## src/rtl/instruction_fetcher_pkg.sv

```systemverilog
// Shared encodings and widths for the per-core instruction fetch stage.
package instruction_fetcher_pkg;

  localparam int ADDR_BITS = 8;
  localparam int DATA_BITS = 16;
  localparam int CNT_BITS  = 16;

  localparam logic [2:0] CORE_FETCH  = 3'b001;
  localparam logic [2:0] CORE_DECODE = 3'b010;

  typedef enum logic [2:0] {
    FS_IDLE     = 3'b000,
    FS_FETCHING = 3'b001,
    FS_FETCHED  = 3'b010
  } fetch_state_e;

  // Profiling counters stick at all-ones rather than wrapping.
  function automatic logic [CNT_BITS-1:0] sat_inc(input logic [CNT_BITS-1:0] v);
    return (v == '1) ? v : v + CNT_BITS'(1);
  endfunction

endpackage

```

## src/rtl/instruction_fetcher_if.sv

```systemverilog
// Program-memory read channel between a fetcher and the memory controller.
interface instruction_fetcher_if #(
  parameter int ADDR_W = 8,
  parameter int DATA_W = 16
);
  logic              mem_read_valid;
  logic [ADDR_W-1:0] mem_read_address;
  logic              mem_read_ready;
  logic [DATA_W-1:0] mem_read_data;

  modport master (
    output mem_read_valid, mem_read_address,
    input  mem_read_ready, mem_read_data
  );

  modport slave (
    input  mem_read_valid, mem_read_address,
    output mem_read_ready, mem_read_data
  );
endinterface

```

## src/rtl/instruction_fetcher_icache_array.sv

```systemverilog
// Direct-mapped instruction cache storage: combinational lookup, one write
// port, and a flush that clears every valid bit (flush beats a same-edge write).
module instruction_fetcher_icache_array #(
  parameter int ADDR_W = 8,
  parameter int DATA_W = 16,
  parameter int LINES  = 16
) (
  input  logic              clk,
  input  logic              reset,
  input  logic              flush_i,
  input  logic [ADDR_W-1:0] rd_addr_i,
  output logic              rd_hit_o,
  output logic [DATA_W-1:0] rd_data_o,
  input  logic              wr_en_i,
  input  logic [ADDR_W-1:0] wr_addr_i,
  input  logic [DATA_W-1:0] wr_data_i
);
  localparam int IDX_W = $clog2(LINES);
  localparam int TAG_W = ADDR_W - IDX_W;

  logic [LINES-1:0]  valid_q;
  logic [TAG_W-1:0]  tag_q  [LINES];
  logic [DATA_W-1:0] data_q [LINES];

  logic [IDX_W-1:0] rd_idx, wr_idx;
  logic [TAG_W-1:0] rd_tag, wr_tag;

  assign rd_idx = rd_addr_i[IDX_W-1:0];
  assign rd_tag = rd_addr_i[ADDR_W-1:IDX_W];
  assign wr_idx = wr_addr_i[IDX_W-1:0];
  assign wr_tag = wr_addr_i[ADDR_W-1:IDX_W];

  assign rd_hit_o  = valid_q[rd_idx] && (tag_q[rd_idx] == rd_tag);
  assign rd_data_o = data_q[rd_idx];

  always_ff @(posedge clk) begin
    if (!reset)       valid_q <= '0;
    else if (flush_i) valid_q <= '0;
    else if (wr_en_i) valid_q[wr_idx] <= 1'b1;
  end

  // Tag/data need no reset: a line is only trusted once its valid bit is set.
  always_ff @(posedge clk) begin
    if (wr_en_i) begin
      tag_q[wr_idx]  <= wr_tag;
      data_q[wr_idx] <= wr_data_i;
    end
  end

endmodule

```

## src/rtl/instruction_fetcher.sv

```systemverilog
// Instruction fetch stage: cache lookup on FETCH, program-memory refill on a
// miss, FETCHED/DECODE handshake with the scheduler, hit/miss profiling.
module instruction_fetcher
  import instruction_fetcher_pkg::*;
#(
  parameter int PROGRAM_MEM_ADDR_BITS = ADDR_BITS,
  parameter int PROGRAM_MEM_DATA_BITS = DATA_BITS,
  parameter int CACHE_LINES           = 16
) (
  input  logic                             clk,
  input  logic                             reset,
  input  logic [2:0]                       core_state,
  input  logic [PROGRAM_MEM_ADDR_BITS-1:0] current_pc,
  input  logic                             flush,
  instruction_fetcher_if.master            mem,
  output logic [2:0]                       fetcher_state,
  output logic [PROGRAM_MEM_DATA_BITS-1:0] instruction,
  output logic [CNT_BITS-1:0]              hit_count,
  output logic [CNT_BITS-1:0]              miss_count
);
  fetch_state_e                     state_q, state_d;
  logic [PROGRAM_MEM_DATA_BITS-1:0] instr_q, instr_d;
  logic                             mvalid_q, mvalid_d;
  logic [PROGRAM_MEM_ADDR_BITS-1:0] maddr_q, maddr_d;
  logic [CNT_BITS-1:0]              hit_q, hit_d, miss_q, miss_d;
  logic                             fill_en;
  logic                             lookup_hit;
  logic [PROGRAM_MEM_DATA_BITS-1:0] lookup_data;

  instruction_fetcher_icache_array #(
    .ADDR_W (PROGRAM_MEM_ADDR_BITS),
    .DATA_W (PROGRAM_MEM_DATA_BITS),
    .LINES  (CACHE_LINES)
  ) u_icache (
    .clk       (clk),
    .reset     (reset),
    .flush_i   (flush),
    .rd_addr_i (current_pc),
    .rd_hit_o  (lookup_hit),
    .rd_data_o (lookup_data),
    .wr_en_i   (fill_en),
    .wr_addr_i (maddr_q),
    .wr_data_i (mem.mem_read_data)
  );

  always_comb begin
    state_d  = state_q;
    instr_d  = instr_q;
    mvalid_d = mvalid_q;
    maddr_d  = maddr_q;
    hit_d    = hit_q;
    miss_d   = miss_q;
    fill_en  = 1'b0;
    case (state_q)
      FS_IDLE: begin
        if (core_state == CORE_FETCH) begin
          if (lookup_hit) begin
            instr_d = lookup_data;
            state_d = FS_FETCHED;
            hit_d   = sat_inc(hit_q);
          end else begin
            mvalid_d = 1'b1;
            maddr_d  = current_pc;
            state_d  = FS_FETCHING;
            miss_d   = sat_inc(miss_q);
          end
        end
      end
      // Once issued, a request always runs to completion regardless of core_state.
      FS_FETCHING: begin
        if (mem.mem_read_ready) begin
          instr_d  = mem.mem_read_data;
          mvalid_d = 1'b0;
          fill_en  = 1'b1;
          state_d  = FS_FETCHED;
        end
      end
      FS_FETCHED: begin
        if (core_state == CORE_DECODE) state_d = FS_IDLE;
      end
      default: state_d = FS_IDLE;
    endcase
  end

  always_ff @(posedge clk) begin
    if (!reset) begin
      state_q  <= FS_IDLE;
      instr_q  <= '0;
      mvalid_q <= 1'b0;
      maddr_q  <= '0;
      hit_q    <= '0;
      miss_q   <= '0;
    end else begin
      state_q  <= state_d;
      instr_q  <= instr_d;
      mvalid_q <= mvalid_d;
      maddr_q  <= maddr_d;
      hit_q    <= hit_d;
      miss_q   <= miss_d;
    end
  end

  assign fetcher_state        = state_q;
  assign instruction          = instr_q;
  assign hit_count            = hit_q;
  assign miss_count           = miss_q;
  assign mem.mem_read_valid   = mvalid_q;
  assign mem.mem_read_address = maddr_q;

endmodule
```

## src/flat_wrapper.sv

```systemverilog
// flat-port wrapper written by rule: the top's interface ports become plain ports
module instruction_fetcher_flat import instruction_fetcher_pkg::*;
#(
  parameter int PROGRAM_MEM_ADDR_BITS = ADDR_BITS,
  parameter int PROGRAM_MEM_DATA_BITS = DATA_BITS,
  parameter int CACHE_LINES           = 16
)
  (clk, reset, core_state, current_pc, flush, fetcher_state, instruction, hit_count, miss_count, mem_mem_read_valid, mem_mem_read_address, mem_mem_read_ready, mem_mem_read_data);
  instruction_fetcher_if mem_i ();
  input  logic clk;
  input  logic reset;
  input  logic [2:0] core_state;
  input  logic [PROGRAM_MEM_ADDR_BITS-1:0] current_pc;
  input  logic flush;
  output logic [2:0] fetcher_state;
  output logic [PROGRAM_MEM_DATA_BITS-1:0] instruction;
  output logic [CNT_BITS-1:0] hit_count;
  output logic [CNT_BITS-1:0] miss_count;
  output wire logic [$bits(mem_i.mem_read_valid)-1:0] mem_mem_read_valid;
  output wire logic [$bits(mem_i.mem_read_address)-1:0] mem_mem_read_address;
  input wire logic [$bits(mem_i.mem_read_ready)-1:0] mem_mem_read_ready;
  input wire logic [$bits(mem_i.mem_read_data)-1:0] mem_mem_read_data;
  assign mem_mem_read_valid = mem_i.mem_read_valid;
  assign mem_mem_read_address = mem_i.mem_read_address;
  assign mem_i.mem_read_ready = mem_mem_read_ready;
  assign mem_i.mem_read_data = mem_mem_read_data;
  instruction_fetcher #(.PROGRAM_MEM_ADDR_BITS(PROGRAM_MEM_ADDR_BITS), .PROGRAM_MEM_DATA_BITS(PROGRAM_MEM_DATA_BITS), .CACHE_LINES(CACHE_LINES)) u_core (.clk(clk), .reset(reset), .core_state(core_state), .current_pc(current_pc), .flush(flush), .mem(mem_i), .fetcher_state(fetcher_state), .instruction(instruction), .hit_count(hit_count), .miss_count(miss_count));
endmodule
```

## config.mk

```make
export PLATFORM = sky130hd
export DESIGN_NAME = instruction_fetcher_flat
export DESIGN_NICKNAME = d
export VERILOG_FILES = /design/src/rtl/instruction_fetcher_pkg.sv /design/src/rtl/instruction_fetcher_if.sv /design/src/rtl/instruction_fetcher_icache_array.sv /design/src/rtl/instruction_fetcher.sv /design/src/flat_wrapper.sv
export SDC_FILE = /design/constraint.sdc
export NUM_CORES = 1
export LEC_CHECK = 0
export ABC_AREA = 0
export BUFFER_PORTS_ARGS = -buffer_cell sky130_fd_sc_hd__buf_2
export CAP_MARGIN = 20
export CORE_MARGIN = 5
export CORE_UTILIZATION = 35
export CTS_BUF_LIST = sky130_fd_sc_hd__clkbuf_2 sky130_fd_sc_hd__clkbuf_4 sky130_fd_sc_hd__clkbuf_8
export DETAILED_ROUTE_END_ITERATION = 10
export SLEW_MARGIN = 25
export SYNTH_ARGS = -nofsm -noshare
export SYNTH_HDL_FRONTEND = slang
export SYNTH_SLANG_ARGS = --single-unit
```

## constraint.sdc

```tcl
create_clock -name clk -period 6.61 [get_ports clk]
set_input_delay 1.322 -clock clk [delete_from_list [all_inputs] [get_ports clk]]
set_output_delay 1.322 -clock clk [all_outputs]
set_load 0.02 [all_outputs]
```

== Yosys cells after proc, flatten, opt, wreduce, memory -nomap -nowiden ==
Memory sizes are Yosys's and may differ from the RTL's.
Cells that the tools add are included.
Cells by class
  add/sub/neg operators: 2
  $lt $le $gt $ge: 3
  equal/unequal tests: 12
  multiplexer cells: 21
  bitwise operators: 5
  reduce and logical (&&, ||, !) cells: 11
Operators by type and width (number)
  16-bit 2-to-1 mux: 3
  16-bit by 1-bit adder with 16-bit output (second input constant): 2
  16-bit equality test (second input constant): 2
  16-bit case mux with 2 select lines: 1
  16-bit bitwise OR: 1
  4-bit AND reduction: 4
  4-bit by 5-bit less-than comparator with 1-bit output (second input constant): 2
  1-bit 2-to-1 mux: 9
  3-bit 2-to-1 mux: 3
  3-bit case mux with 3 select lines: 1
  3-bit by 1-bit equality test with 1-bit output (second input constant): 2
  3-bit by 2-bit equality test with 1-bit output (second input constant): 2
  2-bit by 1-bit != test with 1-bit output (second input constant): 3
  3-bit AND reduction: 2
  1-bit binary-select mux with 4-bit select: 1
  1-bit demux with 4-bit select: 1
  4-bit equality test: 1
  4-bit by 1-bit >= comparator with 1-bit output (second input constant): 1
  2-bit != test (second input constant): 2
  1-bit NOT: 4
  3-bit logical NOT: 1
  1-bit logical AND: 2
  2-bit 2-to-1 mux: 1
  1-bit case mux with 2 select lines: 1
  other kinds (2): 2
Word-level totals
  register bits: 76
  RAM bits: 320
  input bits: 31
  output and inout bits: 60
  word-level logic and storage cells: 63
  memories kept: 2
Memory list
  u_core.u_icache.data_q: depth 16, width 16, rd ports 1, clocked after Yosys merged registers in 0, write ports 1, line instruction_fetcher_icache_array.sv:23  | logic [DATA_W-1:0] data_q [LINES];
  u_core.u_icache.tag_q: depth 16, width 4, rd ports 1, clocked after Yosys merged registers in 0, write ports 1, line instruction_fetcher_icache_array.sv:22  | logic [TAG_W-1:0] tag_q [LINES];

== Longest topological paths before layout ==
Gate-level depths: netlist (run 1).
  depth after elaboration: 6
  depth in mapped cells: 12
  gate-level depth less buffers: 8

== Modules after synthesis ==
From an unflattened synthesis (run 1), not the netlist that was laid out.
Second synthesis, totals
  cells, all modules: 877
  area total of the unflattened synthesis: 15755.1 µm²
Modules (own cells, without submodules)
  instruction_fetcher_icache_array: instances 1, cells each 524, area an instance 12777.3 µm²
  instruction_fetcher: instances 1, cells each 353, area an instance 2977.9 µm²

== Worst setup path after synthesis (run 1) ==
Ideal clock, no wire load.
  path type: input-to-reg
  start: in mem_mem_read_ready
  end: mem u_core.u_icache.data_q[0][0], enable pin
  library setup time: 0.425 ns
  arrival: 3.239 ns
  data required time: 6.185 ns
  path slack: 2.947 ns
  cell stages on the path: 3
  buffers on the path: 0
  path through: nand2_1 > or3_1 > nor3_1
On the way
  word-level cells in the longest chain between the ends: 4
Ends and longest elaborated chain
  start: declaration: line flat_wrapper.sv:21  | input wire logic [$bits(mem_i.mem_read_ready)-1:0] mem_mem_read_ready;
  1-bit 2-to-1 mux: line instruction_fetcher.sv:71  | if (mem.mem_read_ready) begin
  1-bit 2-to-1 mux: line instruction_fetcher.sv:54  | case (state_q)
  1-bit 2-to-1 mux: line instruction_fetcher_icache_array.sv:44  | if (wr_en_i) begin
  1-bit 2-to-1 mux (implied by the code): line instruction_fetcher_icache_array.sv:46  | data_q[wr_idx] <= wr_data_i;
  end: declaration: line instruction_fetcher_icache_array.sv:23
Every way passes these cells.

== Final worst setup path (run 1) ==
  start: in current_pc[0]
  end: reg u_core.miss_q[11], in the netlist u_core.miss_count[11]
On the way
  word-level cells in the longest chain between the ends: 5
Ends and longest elaborated chain
  start: declaration: line flat_wrapper.sv:13  | input logic [PROGRAM_MEM_ADDR_BITS-1:0] current_pc;
  memory 16 x 4 bit or 1-bit binary-select mux with 4-bit select (tied branches)
  4-bit equality test or 1-bit 2-to-1 mux (tied branches): line instruction_fetcher_icache_array.sv:33  | assign rd_hit_o = valid_q[rd_idx] && (tag_q[rd_idx] == rd_tag);
  1-bit logical AND (*): line instruction_fetcher_icache_array.sv:33
  1-bit NOT (no line) (*)
  4-bit AND reduction (no line) (*)
  end signal: assignment: line instruction_fetcher.sv:99  | miss_q <= miss_d;
  end: declaration: line instruction_fetcher.sv:25  | logic [CNT_BITS-1:0] hit_q, hit_d, miss_q, miss_d;
Mark *: on every way between the ends. The rest lies on a longest branch, timed or not. The select of a mux whose other input is x is not followed.
A chain may end at the register's enable or synchronous reset.

==> flow_metrics.py, run 1 <==
metrics = {
    "status": {
        "outcome": "finished, final reports clean",
    },
    "floorplanning": {
        "die-area_um2": 49400,
        "design.core.area_um2": 44400,
        "die_y_um": 222,
        "core.rowCount": 77,
        "top_level_ports": 91,
        "die_w_um": 222,
        "start_util_pct": 35.5,
    },
    "worst_setup_path": {
        "cpMostUsedCell": "mux2i_1",
        "critPathTopFamily": "compound AO/OA/AOI/OAI gates",
        "critPathKind": "in -> reg",
        "max_stage_delay_ns": 0.63,
        "crit_fanout": 45,
        "arrival_ns": 4.54,
        "crit_buf_inv": 1,
        "required_ns": 7.09,
        "cp_cell_sequence": "buf_4 -> mux4_2 -> mux2i_1 -> xnor2_1 -> mux2i_1 -> o2111a_2 -> a21o_1 -> or4_1 -> a21oi_1",
        "startpoint_type": "primary input",
        "slowest_stage": "buf_4",
        "cp-end-kind": "flop",
    },
    "logic_synthesis": {
        "synth_edf_count": 320,
        "ys_top_cells_by_area": "edfxtp_1, mux4_2, dfxtp_1",
        "async_flop_share_pct": 0,
        "ys_warn_count": 0,
        "synth_cell_types": 57,
        "synthFlopType": "edfxtp_1",
        "synth_commonest_cells": "edfxtp_1, nand2_1, mux4_2",
        "netlist_area_um2": 15800,
        "synth.largest_area_cell": "edfxtp_1",
        "yosysSeqAreaShare_pct": 70.4,
        "yosysTopAreaCellShare_pct": 60.9,
        "syn_inst": 935,
        "ys_ff_latch": 395,
        "avgSynthCellArea_um2": 16.9,
        "synth.most_common_cell": "edfxtp_1",
        "synth_fp_nets": 968,
    },
    "timing": {
        "fin_worst_skew_ns": 0.0236,
        "period_minus_slack_ns": 4.07,
        "finalWorstSetupSlack_ns": 2.54,
        "fmax_mhz": 246,
        "tightest_slew_ns": 1.02,
        "drv_slew": 0,
        "maxSlewHeadroom_pct": 32.1,
        "post-route-period-util_pct": 61.5,
        "grt_setup_unrepaired": "no",
        "setup_viol": 0,
        "finalHoldViolCount": 0,
        "setup-tns-final_ns": 0,
    },
    "power_and_ir_drop": {
        "switching_power_uw": 1110,
        "p_clk_share_pct": 42.7,
        "internal_power_uw": 4010,
        "max-vdd-ir-drop_mv": 0.130,
        "pwr-share-comb_pct": 4.5,
        "p_leak_uw": 0.00600,
        "p_sw_share_pct": 21.7,
        "p_per_area_nw_per_um2": 280,
        "power_frac_seq_pct": 52.8,
    },
    "clocking": {
        "cts_setup_buffers": 0,
        "insertion_delay_ns": 0.60,
        "path_clk_slew_ns": 0.06,
        "cts_buffers": 66,
        "cts_resized": 0,
        "root_buffer": "clkbuf_8",
        "holdBufCountCts": 0,
        "cts_sinks": 395,
        "cts_tree": "built",
        "cts_htree_levels": 3,
        "cts_buffer_depth": 3,
    },
    "cells_and_area": {
        "drive_gt1_share_pct": 31.2,
        "fin_nets": 1098,
        "fin_util_pct": 41.2,
        "design_area_um2": 18300,
        "syn_to_final_growth_pct": 15.9,
        "fill_cells": 3988,
    },
    "detailed_routing": {
        "routed_via_density": 5.06,
        "ant_nets": 0,
        "drtPass1Iterations": 5,
        "finalWirelength_um": 37100,
        "num_vias": 8655,
        "drc": 0,
        "wl_per_cell_um": 21.7,
        "drt_iter0_markers": 699,
    },
    "global_routing": {
        "grt_max_degree": 62,
        "grt_pass1_vias": 8833,
        "overflow": 0,
        "grt_util_all_layers_pct": 14.8,
        "antenna_found_initial": 2,
        "grt_pass1_wl_um": 55600,
    },
    "placed_design": {
        "portBuffers": 89,
        "globalplace.congestion": 0.754,
        "place_area_um2": 16900,
        "pre_cts_ws_ns": 1.92,
        "hpwl_um": 20800,
    },
    "min_path": {
        "hold_path_class": "reg -> reg",
    },
    "run": {
        "max_cap_viol_count": 0,
    },
}
## layout make-up
class                           count  area, um^2  area share [%]
Antenna cell                        2        5.00          0.0274
Clock buffer                       99        1220            6.66
Clock inverter                     20         134           0.732
Inverter                            9        33.8           0.185
Multi-Input combinational cell    480        4410            24.1
Sequential cell                   395       11100            60.8
Tap cell                          592         741            4.05
Timing Repair Buffer              113         631            3.45
## tightest hold or removal path, delay by kind of cell (launching register included)
family	cells	cell delay [ns]
simple gates	1	0.05
flops	1	0.31
mux	1	0.05
## power by group through the flow
stage          combinational (uW)  clock, uW  sequential (uW)
5_1_grt                       250       2370             2700
3_3_place_gp                  230          0             2750
3_5_place_dp                  234          0             2750
2_1_floorplan                 151          0             2760
4_1_cts                       234       2250             2700
6_report                      230       2190             2700
## sequential cells by signal (all words and copies together) (netlist names)
name	count
u_core.u_icache.data_q	256
u_core.u_icache.tag_q	64
u_core.hit_count	16
u_core.instruction	16
u_core.miss_count	16
u_core.u_icache.valid_q	16
u_core.mem.mem_read_address	8
u_core.fetcher_state	2
u_core.mem.mem_read_valid	1
## layer usage
layer	track usage [%]	vias to the layer above	part of all wire, %
li1	-	3932	-
met1	20.4	4441	45
met2	23.7	242	48
met3	3.27	40	6.0
met4	4.21	0	1.4
met5	0	-	0
## cell usage in the layout (no fill, tap or decap), drive strengths merged, types with 2 or more instances in the layout
cell type and count:
a21o 2, a22oi 2, edfxtp 320, ha 2
nor3 5, buf 113, mux2i 41, o21ai 11
and3 3, dfxtp 75, nor4 9, o31a 2
inv 11, or4 8, o31ai 9, nand3 17
nand4 7, mux2 5, nor2b 2, o21a 3
xor2 2, nor2 55, or3 9, clkbuf 99
clkinvlp 2, a211oi 3, nand2 125, nand2b 15
a21oi 30, xnor2 4, a221oi 2, diode 2
mux4 94, clkinv 15
## stage by stage
| step | power, uW | std cells | hold slack [ns] |
|---|---|---|---|
| 4_1_cts | 5180 | 1708 | 0.465 |
| 3_5_place_dp | 2990 | 1589 | 0.451 |
| 2_1_floorplan | 2910 | 935 | 0.432 |
| 6_report | 5120 | 1710 | 0.458 |
| 5_1_grt | 5320 | 1708 | 0.475 |
| 3_3_place_gp | 2980 | 1589 | 0.441 |
## kinds of logic (layout without fill, tap and decap cells)
family / count (synthesis) / in the layout / synth area share [%]
adder cells (fa/ha/maj): 2 / 2 / 0.159
AO/OA/AOI/OAI: 71 / 71 / 3.14
flip-flops: 395 / 395 / 70.4
multiplexers: 140 / 140 / 16.4
XOR/XNOR: 6 / 6 / 0.333
other: 1 / 3 / 0.0238
buffers and inverters: 60 / 241 / 2.01
AND/OR/NAND/NOR: 260 / 260 / 7.55
## path summary, 6_finish.rpt
| path | from | to | slack (ns) | depth (start not counted) |
|---|---|---|---|---|
| max | current_pc[0] | u_core.miss_count[11] | 2.54 | 9 |
| min reg2reg | u_core.instruction[6] | u_core.instruction[6] | 0.46 | 2 |
| min | u_core.instruction[6] | u_core.instruction[6] | 0.46 | 2 |
| max reg2reg | u_core.fetcher_state[0] | u_core.u_icache.tag_q[1][0] | 3.61 | 6 |
Note: power is estimated with default switching activity, not from simulation.
==> run 2: changes to the inputs <==
ABC_AREA = 1   (was 0)
clock period = 3.89 ns   (was 6.61 ns; I/O delays follow)
==> run 2 against run 1 <==
  * Setup slack worse by 1.5 ns
  * Largest power group unchanged
  * Global-route usage is 2.3 points higher
  * Largest cell class unchanged
  * Critical path depth is 4 higher
==> flow_metrics.py, run 2 <==
metrics = {
    "logic_synthesis": {
        "synthFlopType": "edfxtp_1",
        "synth_commonest_cells": "edfxtp_1, nor2_1, nand2_1",
        "ys_top_cells_by_area": "edfxtp_1, dfxtp_1, nor2_1",
        "synth.largest_area_cell": "edfxtp_1",
        "synth_cell_types": 34,
        "synth_edf_count": 320,
        "netlist_area_um2": 16400,
        "yosysSeqAreaShare_pct": 67.7,
        "synth_fp_nets": 1532,
        "avgSynthCellArea_um2": 11.0,
        "async_flop_share_pct": 0,
        "synth.most_common_cell": "edfxtp_1",
        "ys_warn_count": 0,
        "ys_ff_latch": 395,
        "yosysTopAreaCellShare_pct": 58.5,
        "syn_inst": 1499,
    },
    "power_and_ir_drop": {
        "internal_power_uw": 6650,
        "p_sw_share_pct": 23.4,
        "p_clk_share_pct": 41.3,
        "max-vdd-ir-drop_mv": 0.253,
        "finalPower_uw": 8670,
        "power_frac_seq_pct": 52.9,
        "pwr-share-comb_pct": 5.9,
        "p_per_area_nw_per_um2": 458,
        "p_leak_uw": 0.00677,
        "switching_power_uw": 2030,
    },
    "timing": {
        "finalHoldViolCount": 0,
        "drv_slew": 0,
        "tightest_slew_ns": 0.885,
        "fin_worst_skew_ns": 0.0443,
        "post-route-period-util_pct": 73.7,
        "period_minus_slack_ns": 2.87,
        "setup-tns-final_ns": 0,
        "fmax_mhz": 349,
        "maxSlewHeadroom_pct": 40.6,
        "setup_viol": 0,
        "grt_setup_unrepaired": "no",
        "hold_slack_ns": 0.469,
    },
    "clocking": {
        "cts_setup_buffers": 0,
        "path_clk_slew_ns": 0.06,
        "cts_buffer_depth": 3,
        "cts_resized": 0,
        "holdBufCountCts": 0,
        "cts_sinks": 395,
        "cts_htree_levels": 3,
        "insertion_delay_ns": 0.61,
        "root_buffer": "clkbuf_8",
        "cts_buffers": 66,
        "cts_tree": "built",
    },
    "global_routing": {
        "grt_pass1_wl_um": 67700,
        "grt_util_all_layers_pct": 17.1,
        "antenna_found_initial": 4,
        "grt_pass1_vias": 11374,
        "overflow": 0,
        "grt_max_degree": 172,
    },
    "cells_and_area": {
        "fin_nets": 1643,
        "design_area_um2": 18900,
        "top_register": "u_core.u_icache.data_q",
        "drive_gt1_share_pct": 16.2,
        "insertedDiodeCount": 0,
        "most-common-layout-cells": "edfxtp_1, nand2_1, nor2_1",
        "reg.largest.list": "u_core.u_icache.data_q (256), u_core.u_icache.tag_q (64)",
        "syn_to_final_growth_pct": 15.3,
        "final_common_cell": "edfxtp_1",
        "fill_cells": 4430,
        "largest_register_ffs": 256,
    },
    "worst_setup_path": {
        "slowest_stage": "buf_12",
        "r2r-end": "u_core.hit_count[3]",
        "startpoint_type": "primary input",
        "crit_fanout": 171,
        "arrival_ns": 3.33,
        "ff2ff_path_depth": 10,
        "critPathKind": "in -> reg",
        "required_ns": 4.36,
        "r2r-start": "u_core.fetcher_state[1]",
        "cp_cell_sequence": "buf_4 -> buf_12 -> o21ai_0 -> nand2_1 -> nand3_1 -> nand3_1 -> nand2_1 -> nor2_2 -> nand3_4 -> nand2_4 -> nand3_1 -> nand2_1 -> nor2_1",
        "ff2ff_setup_slack_ns": 1.51,
        "max_stage_delay_ns": 0.48,
        "cp-end-kind": "flop",
    },
    "detailed_routing": {
        "dr_wl_met2_um": 20700,
        "wl_met3_um": 3430,
        "met1_length_um": 19200,
        "finalWirelength_um": 44300,
        "highest_layer": "met5",
        "drtPass1Iterations": 6,
        "drt_iter0_markers": 1006,
        "wl_per_cell_um": 19.6,
        "drc": 0,
        "num_vias": 11686,
        "ant_nets": 0,
        "routed_via_density": 5.16,
    },
    "status": {
        "outcome": "finished, final reports clean",
    },
    "placed_design": {
        "hpwl_um": 26000,
        "place_area_um2": 17600,
        "portBuffers": 89,
        "globalplace.congestion": 0.830,
    },
    "floorplanning": {
        "die_w_um": 227,
        "start_util_pct": 35.3,
        "die-area_um2": 51300,
        "die_y_um": 227,
        "top_level_ports": 91,
        "core.rowCount": 79,
        "design.core.area_um2": 46500,
    },
    "min_path": {
        "hold_path_class": "reg -> reg",
        "hold_path_depth": 2,
        "min_to": "u_core.u_icache.valid_q[10]",
        "holdCritStartpoint": "u_core.u_icache.valid_q[10]",
    },
    "run": {
        "max_cap_viol_count": 0,
    },
}
-- run 2: cell types whose count changed after synthesis, moves of 33 or more --
cell / previous run / this run
o221ai_1: 0 / 57
mux4_2: 94 / 0
nand3_1: 16 / 127
inv_1: 8 / 79
nor2_1: 54 / 235
nand2_1: 125 / 224
o21ai_0: 1 / 134
mux2i_1: 41 / 8
-- run 2: cells by family (layout without fill, tap and decap cells) --
logic type,Yosys count,count (layout),share of synthesized area (%)
other cells,1,1,0.0228
flops,395,395,67.7
simple gates,622,622,16.0
fa+ha+maj,2,2,0.152
buf+inv,175,333,4.60
mux,8,8,0.488
compound gates,272,272,9.79
xor+xnor,24,24,1.28
-- run 2: critical path: cells and delay by family --
kind	cells	cell delay, ns
AOI/OAI and AO/OA	1	0.16
buffers and inverters	2	0.59
and+or+nand+nor	10	1.65
-- run 2: power groups by stage --
stage,Clock [uW],Sequential [uW],Combinational (uW)
final,3580,4580,510
after global routing,3870,4580,563
after CTS,3650,4580,510
after detailed placement,0,4670,509
after global placement,0,4670,503
after floorplan,0,4690,304
-- run 2: metrics by stage --
stage               std cells  setup slack [ns]  util, %
global route             2264             0.777     40.7
global placement         2149             0.507     38.0
finish                   2264              1.02     40.7
CTS                      2264              1.05     40.7
detailed placement       2149             0.420     38.0
floorplan                1499              1.10        -
-- run 2: worst max-delay path by stage --
stage | slack (ns) | from | end
6_report | 1.02 | current_pc[0] | u_core.instruction[4]
3_5_place_dp | 0.42 | current_pc[0] | u_core.instruction[4]
5_1_grt | 0.78 | current_pc[0] | u_core.instruction[6]
3_3_place_gp | 0.51 | current_pc[0] | u_core.instruction[8]
2_1_floorplan | 1.10 | u_core.fetcher_state[0] | u_core.u_icache.data_q[12][0]
4_1_cts | 1.05 | current_pc[0] | u_core.instruction[4]
-- run 2: per-layer routing --
| metal | vias up | track usage [%] |
|---|---|---|
| met5 | - | 0 |
| met2 | 417 | 26.9 |
| li1 | 5537 | - |
| met1 | 5650 | 23.6 |
| met4 | 6 | 4.87 |
| met3 | 76 | 4.44 |
-- run 2: cell type report --
type	instances	area (um^2)	share of cell area [%]
Clock buffer	91	1110	5.89
Multi-Input combinational cell	929	4590	24.3
Inverter	84	318	1.68
Sequential cell	395	11100	58.7
Clock inverter	24	169	0.893
Tap cell	607	759	4.01
Timing Repair Buffer	134	861	4.55
==> run 3: changes to the inputs <==
clock period = 2.79 ns   (was 3.89 ns; I/O delays follow)
==> run 3 against run 2 <==
  * Sequential share of layout area fell by 0.86 points
  * Non-clock buffer count rose by 12
  * Setup slack got worse by 0.42 ns
  * Via count rose by 2.6%
  * Sequential power rose by 40%
  * Global-route usage rose by 0.44 points
  * Register-to-register slack got worse by 0.89 ns
  * Utilization rose by 0.61 points
  * Clock power rose by 47%
  * Final cell count rose by 1.1%
  * Clock-buffer cell count rose by 15
  * Sequential cell count did not move
  * Highest routed layer unchanged
==> flow_metrics.py, run 3 (synthesized netlist as in run 2, its figures left out) <==
metrics = {
    "floorplanning": {
        "core.rowCount": 79,
        "die_y_um": 227,
        "die-area_um2": 51300,
        "design.core.area_um2": 46500,
        "top_level_ports": 91,
        "die_w_um": 227,
        "start_util_pct": 35.3,
    },
    "timing": {
        "fmax_mhz": 457,
        "finalHoldViolCount": 0,
        "tightest_slew_ns": 0.679,
        "hold_slack_ns": 0.251,
        "setup-tns-final_ns": 0,
        "maxSlewHeadroom_pct": 54.7,
        "drv_slew": 0,
        "period_minus_slack_ns": 2.19,
        "setup_viol": 0,
        "grt_setup_unrepaired": "no",
        "post-route-period-util_pct": 78.5,
        "fin_worst_skew_ns": 0.0152,
    },
    "clocking": {
        "cts_buffers": 70,
        "cts_sinks": 395,
        "holdBufCountCts": 0,
        "cts_resized": 0,
        "path_clk_slew_ns": 0.05,
        "cts_tree": "built",
        "root_buffer": "clkbuf_8",
        "cts_buffer_depth": 3,
        "cts_setup_buffers": 0,
        "cts_htree_levels": 3,
        "insertion_delay_ns": 0.60,
    },
    "cells_and_area": {
        "largest_register_ffs": 256,
        "fin_nets": 1659,
        "drive_gt1_share_pct": 17.1,
        "final_common_cell": "edfxtp_1",
        "regArea_um2": 11100,
        "most-common-layout-cells": "edfxtp_1, nand2_1, nor2_1",
        "top_register": "u_core.u_icache.data_q",
        "fill_cells": 4435,
        "reg.largest.list": "u_core.u_icache.data_q (256), u_core.u_icache.tag_q (64)",
        "design_area_um2": 19200,
        "syn_to_final_growth_pct": 17.0,
        "multi_input_area_um2": 4590,
    },
    "worst_setup_path": {
        "max_stage_delay_ns": 0.75,
        "cp_cell_sequence": "buf_2",
        "arrival_ns": 1.63,
        "slowest_stage": "dfxtp_1",
        "critPathTopFamily": "flip-flops",
        "startpoint_type": "flop",
        "required_ns": 2.23,
        "crit_buf_inv": 1,
        "crit_fanout": 18,
        "cp.depth": 1,
        "critPathKind": "reg -> out",
        "ff2ff_path_depth": 9,
        "cp-end-kind": "output pin",
    },
    "placed_design": {
        "globalplace.congestion": 0.842,
        "hpwl_um": 26200,
        "place_area_um2": 17800,
        "portBuffers": 89,
    },
    "power_and_ir_drop": {
        "internal_power_uw": 9570,
        "power_frac_seq_pct": 51.6,
        "max-vdd-ir-drop_mv": 0.340,
        "finalPower_uw": 12400,
        "p_clk_share_pct": 42.5,
        "p_leak_uw": 0.00690,
        "pwr-share-comb_pct": 5.8,
        "p_per_area_nw_per_um2": 646,
        "p_sw_share_pct": 22.8,
        "switching_power_uw": 2830,
    },
    "global_routing": {
        "grt_pass1_wl_um": 69500,
        "overflow": 0,
        "grt_max_degree": 129,
        "grt_pass1_vias": 11695,
        "grt_util_all_layers_pct": 17.5,
        "antenna_found_initial": 4,
    },
    "detailed_routing": {
        "dr_wl_met2_um": 21200,
        "wl_per_cell_um": 19.9,
        "routed_via_density": 5.24,
        "met1_length_um": 19900,
        "highest_layer": "met5",
        "finalWirelength_um": 45600,
        "wl_met3_um": 3680,
        "drt_iter0_markers": 955,
        "ant_nets": 0,
        "drc": 0,
        "num_vias": 11988,
        "drtPass1Iterations": 5,
    },
    "min_path": {
        "hold_path_depth": 4,
        "hold_path_class": "in -> reg",
    },
    "status": {
        "outcome": "finished, final reports clean",
    },
    "run": {
        "max_cap_viol_count": 0,
    },
}
run 3: cell count changes in the layout (fill, tap and decap cells not counted), sizes merged:
cell / before / now
buf: 134 / 146
clkbuf: 91 / 106
clkinv: 18 / 16
clkinvlp: 2 / 3
diode: 0 / 1
inv: 87 / 84
run 3: cell type report:
cell class / instances / area share, %
clock inverter: 20 / 0.625
sequential: 395 / 57.9
multi-input combinational: 929 / 23.9
inverter: 84 / 1.65
clock buffer: 106 / 6.59
antenna: 1 / 0.0130
timing repair buffer: 146 / 5.41
tap: 607 / 3.95
run 3: per-layer routing:
metal	up-vias	global-route usage, %
li1	5566	-
met1	5919	24.2
met2	426	27.1
met3	73	4.71
met4	4	5.49
met5	-	0
run 3: power by group through the flow:
stage               clock, uW  sequential [uW]  combinational [uW]
floorplan                   0             6530                 424
global placement            0             6520                 709
detailed placement          0             6520                 719
CTS                      5410             6400                 722
global route             5720             6400                 795
finish                   5270             6400                 721
run 3: final timing paths:
| path | slack [ns] | endpoint | from |
|---|---|---|---|
| setup reg to reg | 0.62 | u_core.miss_count[3] | u_core.miss_count[0] |
| hold reg to reg | 0.46 | u_core.u_icache.valid_q[10] | u_core.u_icache.valid_q[10] |
| hold / removal | 0.25 | u_core.u_icache.valid_q[4] | flush |
| setup / recovery | 0.60 | mem_mem_read_address[6] | u_core.mem.mem_read_address[6] |
run 3: through the flow:
stage                     setup WS [ns]  cells  util (%)
after floorplan                 0.00233   1499         -
after global placement            0.162   2161      38.4
after detailed placement          0.134   2161      38.4
after CTS                         0.521   2287      41.3
after global routing              0.399   2288      41.3
final                             0.599   2288      41.3
run 3: worst reg2reg max path: stages, from the launching register on:
cell     delay [ns]
dfxtp_1        0.37
ha_1           0.23
nand4_1        0.20
nor2_1         0.26
nand3_1        0.17
nor2_1         0.17
inv_1          0.20
nand3_2        0.28
nand2_1        0.10
a21oi_1        0.14
